==> src/rtl/special_mux_arbiter_4_if.sv <==
// Requester/downstream bundle of the 4:1 special mux arbiter.
// The arbiter sits on the slave side; requesters and the consumer drive the master side.
interface special_mux_arbiter_4_if;
    logic [3:0] i_req;
    logic [3:0] i_last;
    logic       i_ready;
    logic [3:0] o_selection;
    logic       o_valid;
    logic [3:0] o_ack;
    logic [1:0] o_grant_id;
    logic       o_busy;
    logic       o_timeout;

    modport slave (
        input  i_req, i_last, i_ready,
        output o_selection, o_valid, o_ack, o_grant_id, o_busy, o_timeout
    );

    modport master (
        output i_req, i_last, i_ready,
        input  o_selection, o_valid, o_ack, o_grant_id, o_busy, o_timeout
    );
endinterface

==> src/rtl/special_mux_arbiter_4.sv <==
// Round-robin burst arbiter driving the one-hot select of the shared 4:1 special mux.
// Define SPECIAL_MUX_ARB_TIMEOUT_EN to enable the MAX_HOLD forced release and o_timeout pulse.
module special_mux_arbiter_4 #(
    parameter int MAX_HOLD = 16,
    parameter int PTR_INIT = 0
) (
    input logic              i_clk,
    input logic              i_rst,
    special_mux_arbiter_4_if.slave bus
);
    localparam logic [0:0] ST_IDLE   = 1'b0;
    localparam logic [0:0] ST_BUSY   = 1'b1;
    localparam logic [1:0] PTR_RESET = 2'(PTR_INIT);

    logic [0:0] state_reg;
    logic [1:0] ptr_reg;
    logic [1:0] grant_reg;
    logic [3:0] sel_reg;

    logic       win_found;
    logic [1:0] win_id;
    logic [1:0] scan_idx;
    logic [3:0] win_onehot;
    logic       req_g;
    logic       last_g;
    logic       valid;
    logic       xfer;
    logic       rel_last;
    logic       rel_hold;
    logic       rel_abandon;
    logic       rel_any;

    // Scan downward so the candidate closest to the pointer is the last one written and wins.
    always_comb begin
        win_found = 1'b0;
        win_id    = ptr_reg;
        scan_idx  = ptr_reg;
        for (int k = 3; k >= 0; k--) begin
            scan_idx = ptr_reg + 2'(k);
            if (bus.i_req[scan_idx]) begin
                win_found = 1'b1;
                win_id    = scan_idx;
            end
        end
    end

    generate
        for (genvar gi = 0; gi < 4; gi++) begin : g_lane
            assign win_onehot[gi] = (win_id == 2'(gi));
            assign bus.o_ack[gi]  = xfer && (grant_reg == 2'(gi));
        end
    endgenerate

    assign req_g       = bus.i_req[grant_reg];
    assign last_g      = bus.i_last[grant_reg];
    assign valid       = (state_reg == ST_BUSY) && req_g;
    assign xfer        = valid && bus.i_ready;
    assign rel_last    = xfer && last_g;
    assign rel_abandon = (state_reg == ST_BUSY) && !req_g;
    assign rel_any     = rel_last || rel_hold || rel_abandon;

`ifdef SPECIAL_MUX_ARB_TIMEOUT_EN
    logic [7:0] beat_cnt_reg;
    logic       timeout_reg;

    // A last beat that also hits the limit is a normal release, hence the !last_g term.
    assign rel_hold = xfer && !last_g && ((beat_cnt_reg + 8'd1) == 8'(MAX_HOLD));

    always_ff @(posedge i_clk or negedge i_rst) begin
        if (!i_rst) begin
            beat_cnt_reg <= 8'd0;
            timeout_reg  <= 1'b0;
        end else begin
            timeout_reg <= rel_hold;
            if (state_reg == ST_IDLE) begin
                beat_cnt_reg <= 8'd0;
            end else if (xfer) begin
                beat_cnt_reg <= beat_cnt_reg + 8'd1;
            end
        end
    end

    assign bus.o_timeout = timeout_reg;
`else
    assign rel_hold      = 1'b0;
    assign bus.o_timeout = 1'b0;
`endif

    always_ff @(posedge i_clk or negedge i_rst) begin
        if (!i_rst) begin
            state_reg <= ST_IDLE;
            ptr_reg   <= PTR_RESET;
            grant_reg <= 2'd0;
            sel_reg   <= 4'd0;
        end else begin
            case (state_reg)
                ST_IDLE: begin
                    if (win_found) begin
                        state_reg <= ST_BUSY;
                        sel_reg   <= win_onehot;
                        grant_reg <= win_id;
                    end
                end
                default: begin
                    // Every release passes through IDLE, giving the mandatory bubble.
                    if (rel_any) begin
                        state_reg <= ST_IDLE;
                        sel_reg   <= 4'd0;
                        ptr_reg   <= grant_reg + 2'd1;
                    end
                end
            endcase
        end
    end

    assign bus.o_selection = sel_reg;
    assign bus.o_valid     = valid;
    assign bus.o_grant_id  = grant_reg;
    assign bus.o_busy      = (state_reg == ST_BUSY);
endmodule

==> src/flat_wrapper.sv <==
// flat-port wrapper written by rule: the top's interface ports become plain ports
module special_mux_arbiter_4_flat 
#(
    parameter int MAX_HOLD = 16,
    parameter int PTR_INIT = 0
)
  (i_clk, i_rst, bus_i_req, bus_i_last, bus_i_ready, bus_o_selection, bus_o_valid, bus_o_ack, bus_o_grant_id, bus_o_busy, bus_o_timeout);
  special_mux_arbiter_4_if bus_i ();
  input logic i_clk;
  input logic i_rst;
  input wire logic [$bits(bus_i.i_req)-1:0] bus_i_req;
  input wire logic [$bits(bus_i.i_last)-1:0] bus_i_last;
  input wire logic [$bits(bus_i.i_ready)-1:0] bus_i_ready;
  output wire logic [$bits(bus_i.o_selection)-1:0] bus_o_selection;
  output wire logic [$bits(bus_i.o_valid)-1:0] bus_o_valid;
  output wire logic [$bits(bus_i.o_ack)-1:0] bus_o_ack;
  output wire logic [$bits(bus_i.o_grant_id)-1:0] bus_o_grant_id;
  output wire logic [$bits(bus_i.o_busy)-1:0] bus_o_busy;
  output wire logic [$bits(bus_i.o_timeout)-1:0] bus_o_timeout;
  assign bus_i.i_req = bus_i_req;
  assign bus_i.i_last = bus_i_last;
  assign bus_i.i_ready = bus_i_ready;
  assign bus_o_selection = bus_i.o_selection;
  assign bus_o_valid = bus_i.o_valid;
  assign bus_o_ack = bus_i.o_ack;
  assign bus_o_grant_id = bus_i.o_grant_id;
  assign bus_o_busy = bus_i.o_busy;
  assign bus_o_timeout = bus_i.o_timeout;
  special_mux_arbiter_4 #(.MAX_HOLD(MAX_HOLD), .PTR_INIT(PTR_INIT)) u_core (.i_clk(i_clk), .i_rst(i_rst), .bus(bus_i));
endmodule
==> config.mk <==
export PLATFORM = sky130hd
export DESIGN_NAME = special_mux_arbiter_4_flat
export DESIGN_NICKNAME = d
export VERILOG_FILES = /design/src/rtl/special_mux_arbiter_4_if.sv /design/src/rtl/special_mux_arbiter_4.sv /design/src/flat_wrapper.sv
export SDC_FILE = /design/constraint.sdc
export NUM_CORES = 1
export LEC_CHECK = 0
export BUFFER_PORTS_ARGS = -buffer_cell sky130_fd_sc_hd__clkbuf_2
export CAP_MARGIN = 40
export CORE_MARGIN = 1.5
export CORE_UTILIZATION = 49
export CTS_BUF_LIST = sky130_fd_sc_hd__clkbuf_4
export CTS_CLUSTER_DIAMETER = 60
export CTS_CLUSTER_SIZE = 40
export DETAILED_ROUTE_END_ITERATION = 10
export MAX_ROUTING_LAYER = met4
export PLACE_DENSITY_LB_ADDON = 0.25
export SLEW_MARGIN = 20
export SYNTH_ARGS = -nofsm -noshare
export SYNTH_HDL_FRONTEND = slang
export SYNTH_SLANG_ARGS = --single-unit
==> constraint.sdc <==
create_clock -name i_clk -period 2.17 [get_ports i_clk]
set_clock_uncertainty 0.15 [all_clocks]
set_input_delay 0.217 -clock i_clk [delete_from_list [all_inputs] [get_ports i_clk]]
set_output_delay 0.217 -clock i_clk [all_outputs]
set_load 0.05 [all_outputs]
Word level (Yosys, flattened, before mapping)
Cells that the tools add are included.

cells by class
  bitwise operators = 1
  reductions and logical operators = 16
  equality and inequality tests = 7
  magnitude comparators = 5
  mux-type cells = 26
  $add $sub $neg = 4

operator list
  cell                   number
  $lt A2 B3 Y1 const B   5
  $mux W1                13
  $bmux W1 S2            6
  $mux W4                3
  $eq A2 B2 Y1 const B   4
  $logic_and A1 B1 Y1    8
  $mux W2                4
  $reduce_and A2 Y1      3
  $add A2 B1 Y2 const B  2
  $add A2 B2 Y2 const B  2
  $eq A2 B1 Y1 const B   2
  $logic_not A2 Y1       2
  $ne A2 B2 Y1 const B   1
  $reduce_bool A2 Y1     1
  $logic_not A1 Y1       1
  $logic_or A1 B1 Y1     1
  $not A1 Y1             1

word-level totals
  input bits = 11
  word-level logic and storage cells = 63
  bits in registers = 9

Logic depth before layout (Yosys ltp)
  word-level depth = 10
  gate-level depth with buffers = 5
  depth with buffers taken out = 4

Worst setup path after synthesis
No wires, ideal clock.

  path kind = reg-to-output
  start = register u_core.grant_reg[0] (netlist: u_core.bus.o_grant_id[0])
  end = output bus_o_ack[0]
  path slack = -0.529 ns
  data arrival time = 2.332 ns
  cell stages (with the launch flop) = 4
  cell sequence = dfrtp_1 -> mux4_2 -> and2_0 -> and3_1

between the ends
  longest elaborated chain between the ends = 5

RTL lines
  item                           RTL line                      text
  start: declaration             special_mux_arbiter_4.sv:17   logic [1:0] grant_reg;
  start signal: assignment       special_mux_arbiter_4.sv:101  grant_reg <= win_id;
  $bmux W1 S2                    special_mux_arbiter_4.sv:54   assign req_g = bus.i_req[grant_reg];
  $mux W1 (implied by the code)  special_mux_arbiter_4.sv:54
  $logic_and A1 B1 Y1            special_mux_arbiter_4.sv:56   assign valid = (state_reg == ST_BUSY) && req_g;
  via bus_o_valid                flat_wrapper.sv:15            output wire logic [$bits(bus_i.o_valid)-1:0] bus_o_valid;
  $logic_and A1 B1 Y1            special_mux_arbiter_4.sv:57   assign xfer = valid && bus.i_ready;
  $logic_and A1 B1 Y1            special_mux_arbiter_4.sv:50   assign bus.o_ack[gi] = xfer && (grant_reg == 2'(gi));
  end: declaration               flat_wrapper.sv:16            output wire logic [$bits(bus_i.o_ack)-1:0] bus_o_ack;

The timed path passes the listed nets, and every way through them passes these cells. The select of a mux whose other input is x is not followed.

Worst setup path after layout
  start = register u_core.grant_reg[0] (netlist: u_core.bus.o_grant_id[0])
  end = output bus_o_ack[1]

between the ends
  longest elaborated chain between the ends = 5

RTL lines
  item                           RTL line
  $bmux W1 S2                    special_mux_arbiter_4.sv:54
  $mux W1 (implied by the code)  special_mux_arbiter_4.sv:54
  $logic_and A1 B1 Y1            special_mux_arbiter_4.sv:56
  $logic_and A1 B1 Y1            special_mux_arbiter_4.sv:57
  $logic_and A1 B1 Y1 *          special_mux_arbiter_4.sv:50

Mark *: on every way between the ends. The rest lies on a longest branch, timed or not. The select of a mux whose other input is x is not followed.

==> run summary <==
Switching Power = 0.0007265 W
Synth area leaders = dfrtp_1 35%, ha_1 7.8%, mux2_4 4.7%
CTS Root Cell = clkbuf_4
Status = complete, no violations
Max reg flops = 4
CP max FO = 6
Drt total wl = 1.513 mm
CTS tree = done
Critical Path Stages = 4
Vias/cell = 5.951
DR top layer = met4
Peak Freq = 473.5 MHz
Clock Power Share = 10.0%
DR pass1 iterations = 4
Synthesized flop and latch total = 9
Asr flop ratio synth = 100.0%
Synth Instances = 64
Buf+Inv Stages, Crit Path = 1
Seq pwr share = 24.9%
Hold WC Path Type = in2async
Crit path kind = reg2out
Reg2Reg Setup Slack = 0.41 ns
Drt initial violations = 21
Crit-path cells = mux4_2 -> and2_4 -> and3_2 -> buf_4
EDFF count, synth = 0
Worst-case reg-to-reg path depth = 4
Most common cell in the netlist = dfrtp_1
Switching part of the total = 52.51%
Ys Warns = 0
Drt drc = 0
Commonest cells in the netlist = 9 x dfrtp_1, 8 x nand2_1
Tcrit/Tclk final = 97.32%
Avg Inst Size Synth = 10.01 um^2
Slowest stage cell, crit path = mux4_2
Worst-path clk slew = 0.06 ns
Setup TNS = 0 ns
Origin of the worst setup path = u_core.bus.o_grant_id[0]
Fin nets = 105
P_int = 0.0006571 W
Placer congestion estimate = 0.7017
Die Footprint = 1533 um^2
Die Wd = 39.16 um
Met3 WL = 51 um
Met2 WL = 785 um
Sequential share of the synthesized area = 35.16%
Final ANT Viol Nets = 0
Worst Setup EP = bus_o_ack[1]
First-pass GRT wire length = 2.449 mm
Cell Area, Synth = 640.6 um^2
Hold Worst Slack = 0.1927 ns
Final hold vios = 0
Global route overflow = 0
Max clock buf depth = 2
Fin crit period = 2.112 ns
PortBufs = 22
Fraction of layout cells with a size suffix above 1 = 44.94%
Slew Limit Fails = 0
Clk_lat worst skew = 0.25 ns
Core box area = 1156 um^2
Worst path max stage delay = 0.53 ns
Main synth FF type = dfrtp_1
Initial antenna violation count = 0
Clock Sinks = 9
Syn Nets = 79
Via count = 613
Reg2reg end = u_core.ptr_reg[0]
H-tree depth = 1
Ports = 24
Reg2reg start = u_core.bus.o_grant_id[0]
Worst vdd ir = 1029 uV
Met1 Routed Length = 666 um
Cell row count = 12
Crit path max-delay family = multiplexers
RSZ-0062 raised after global routing = false
Synth top area share = 35.16%
Post-layout util = 71.43%
Global router's overall resource usage = 24.75%
HPWL after detailed placement = 1.179 mm
Required time of the critical path = 1.80 ns
# diodes = 0
Initial Utilization = 55.41%
Wire per inst = 14.69 um
Vias in the first global route = 580
Worst setup SP type = register
Max-cap violations = 0
Die height = 39.16 um
Comb pwr share = 65.1%
Crit. End Element = output port
Largest net degree at the start of global routing = 10
P_leak = 0.4118 nW
Critical path arrival = 1.74 ns
P&R area growth vs syn = 28.91%
Netlist cell types = 31
Synth area leader = dfrtp_1
TritonCTS buffer count = 3
Setup violators final = 0
Pwr/cell area = 1675 nW/um^2
## kinds of logic (layout without fill, tap and decap cells)
group                      count (synthesis)  in the layout  synth area share (%)
buffers and inverters                      5             30                 4.688
muxes                                      5              5                 11.33
AOI/OAI and AO/OA                         15             15                 18.95
DFF                                        9              9                 35.16
and+or+nand+nor                           25             25                 21.48
other                                      1              1                0.5854
adders and majority gates                  4              4                 7.813
## worst register-to-register path: stages (launching register included)
cell and delay, ns:
dfrtp_2 0.38, mux4_2 0.53, o221ai_2 0.08, and2_4 0.21
mux2_4 0.30
## worst min path at each step
stage                                     end  slack (ns)  cells after the start
floorplan                   u_core.bus.o_busy       -0.23                      0
global route         u_core.bus.o_grant_id[1]        0.20                      2
finish                      u_core.bus.o_busy        0.19                      2
global placement    u_core.bus.o_selection[2]       -0.07                      1
detailed placement  u_core.bus.o_selection[3]       -0.07                      1
CTS                         u_core.ptr_reg[1]        0.19                      2
## through the flow
stage               instances  total power (W)  setup WS [ns]  cell area (um^2)
floorplan                  64         0.001041      -0.009853             649.4
global placement           97         0.001190         0.1732             754.5
detailed placement         97         0.001210         0.1370             754.5
CTS                       103         0.001378    0.000004330             824.5
global route              103         0.001469        0.01810             825.8
finish                    103         0.001384        0.05826             825.8
## per-layer routing
layer	vias to the layer above	GRT usage, %
li1	290	-
met2	13	39.58
met1	308	30.91
met4	0	11.21
met5	-	-
met3	2	3.468
## cell type report
cell class	instances	area, um^2
clock buffer	4	30.03
fill	89	330.3
inverter	2	7.507
multi-input combinational	50	392.9
sequential	9	227.7
tap	14	17.52
timing repair buffer	24	150.1
## power by group through the flow
stage / combinational (W) / clock [W] / sequential (W)
after global placement: 0.000837 / 0 / 0.000353
after global routing: 0.000961 / 0.000154 / 0.000354
after floorplan: 0.000476 / 0 / 0.000565
final: 0.000900 / 0.000138 / 0.000345
after CTS: 0.000895 / 0.000142 / 0.000341
after detailed placement: 0.000849 / 0 / 0.000361
## cell usage in the layout, fill, tap and decap left out
master          n
mux4_2          1
a2bb2oi_1       1
inv_1           2
and3b_1         1
clkbuf_2       18
mux2i_1         2
mux2_4          2
nor3_1          1
dfrtp_1         7
conb_1          1
nor2b_1         4
o2111ai_1       1
or2_2           1
nor2_1          1
o221ai_2        1
nor4_1          1
o211a_1         1
o22ai_1         2
nand2b_1        2
clkbuf_8        2
ha_1            4
dlygate4sd3_1   1
nand2_1         8
o21ai_0         4
buf_4           3
dfrtp_2         2
and3_2          4
o41a_1          1
o41ai_1         1
clkbuf_4        4
o221ai_1        1
o32ai_1         2
and2_4          2
## repair_timing
item / CTS / global route
endpoints found under the setup margin: 4 / 4
gates resized for setup: 6 / 3
hold buffers: 1 / 0
hold endpoints to repair: 9 / 0
setup buffers: 1 / 0
Note: power is estimated with default switching activity, not from simulation.
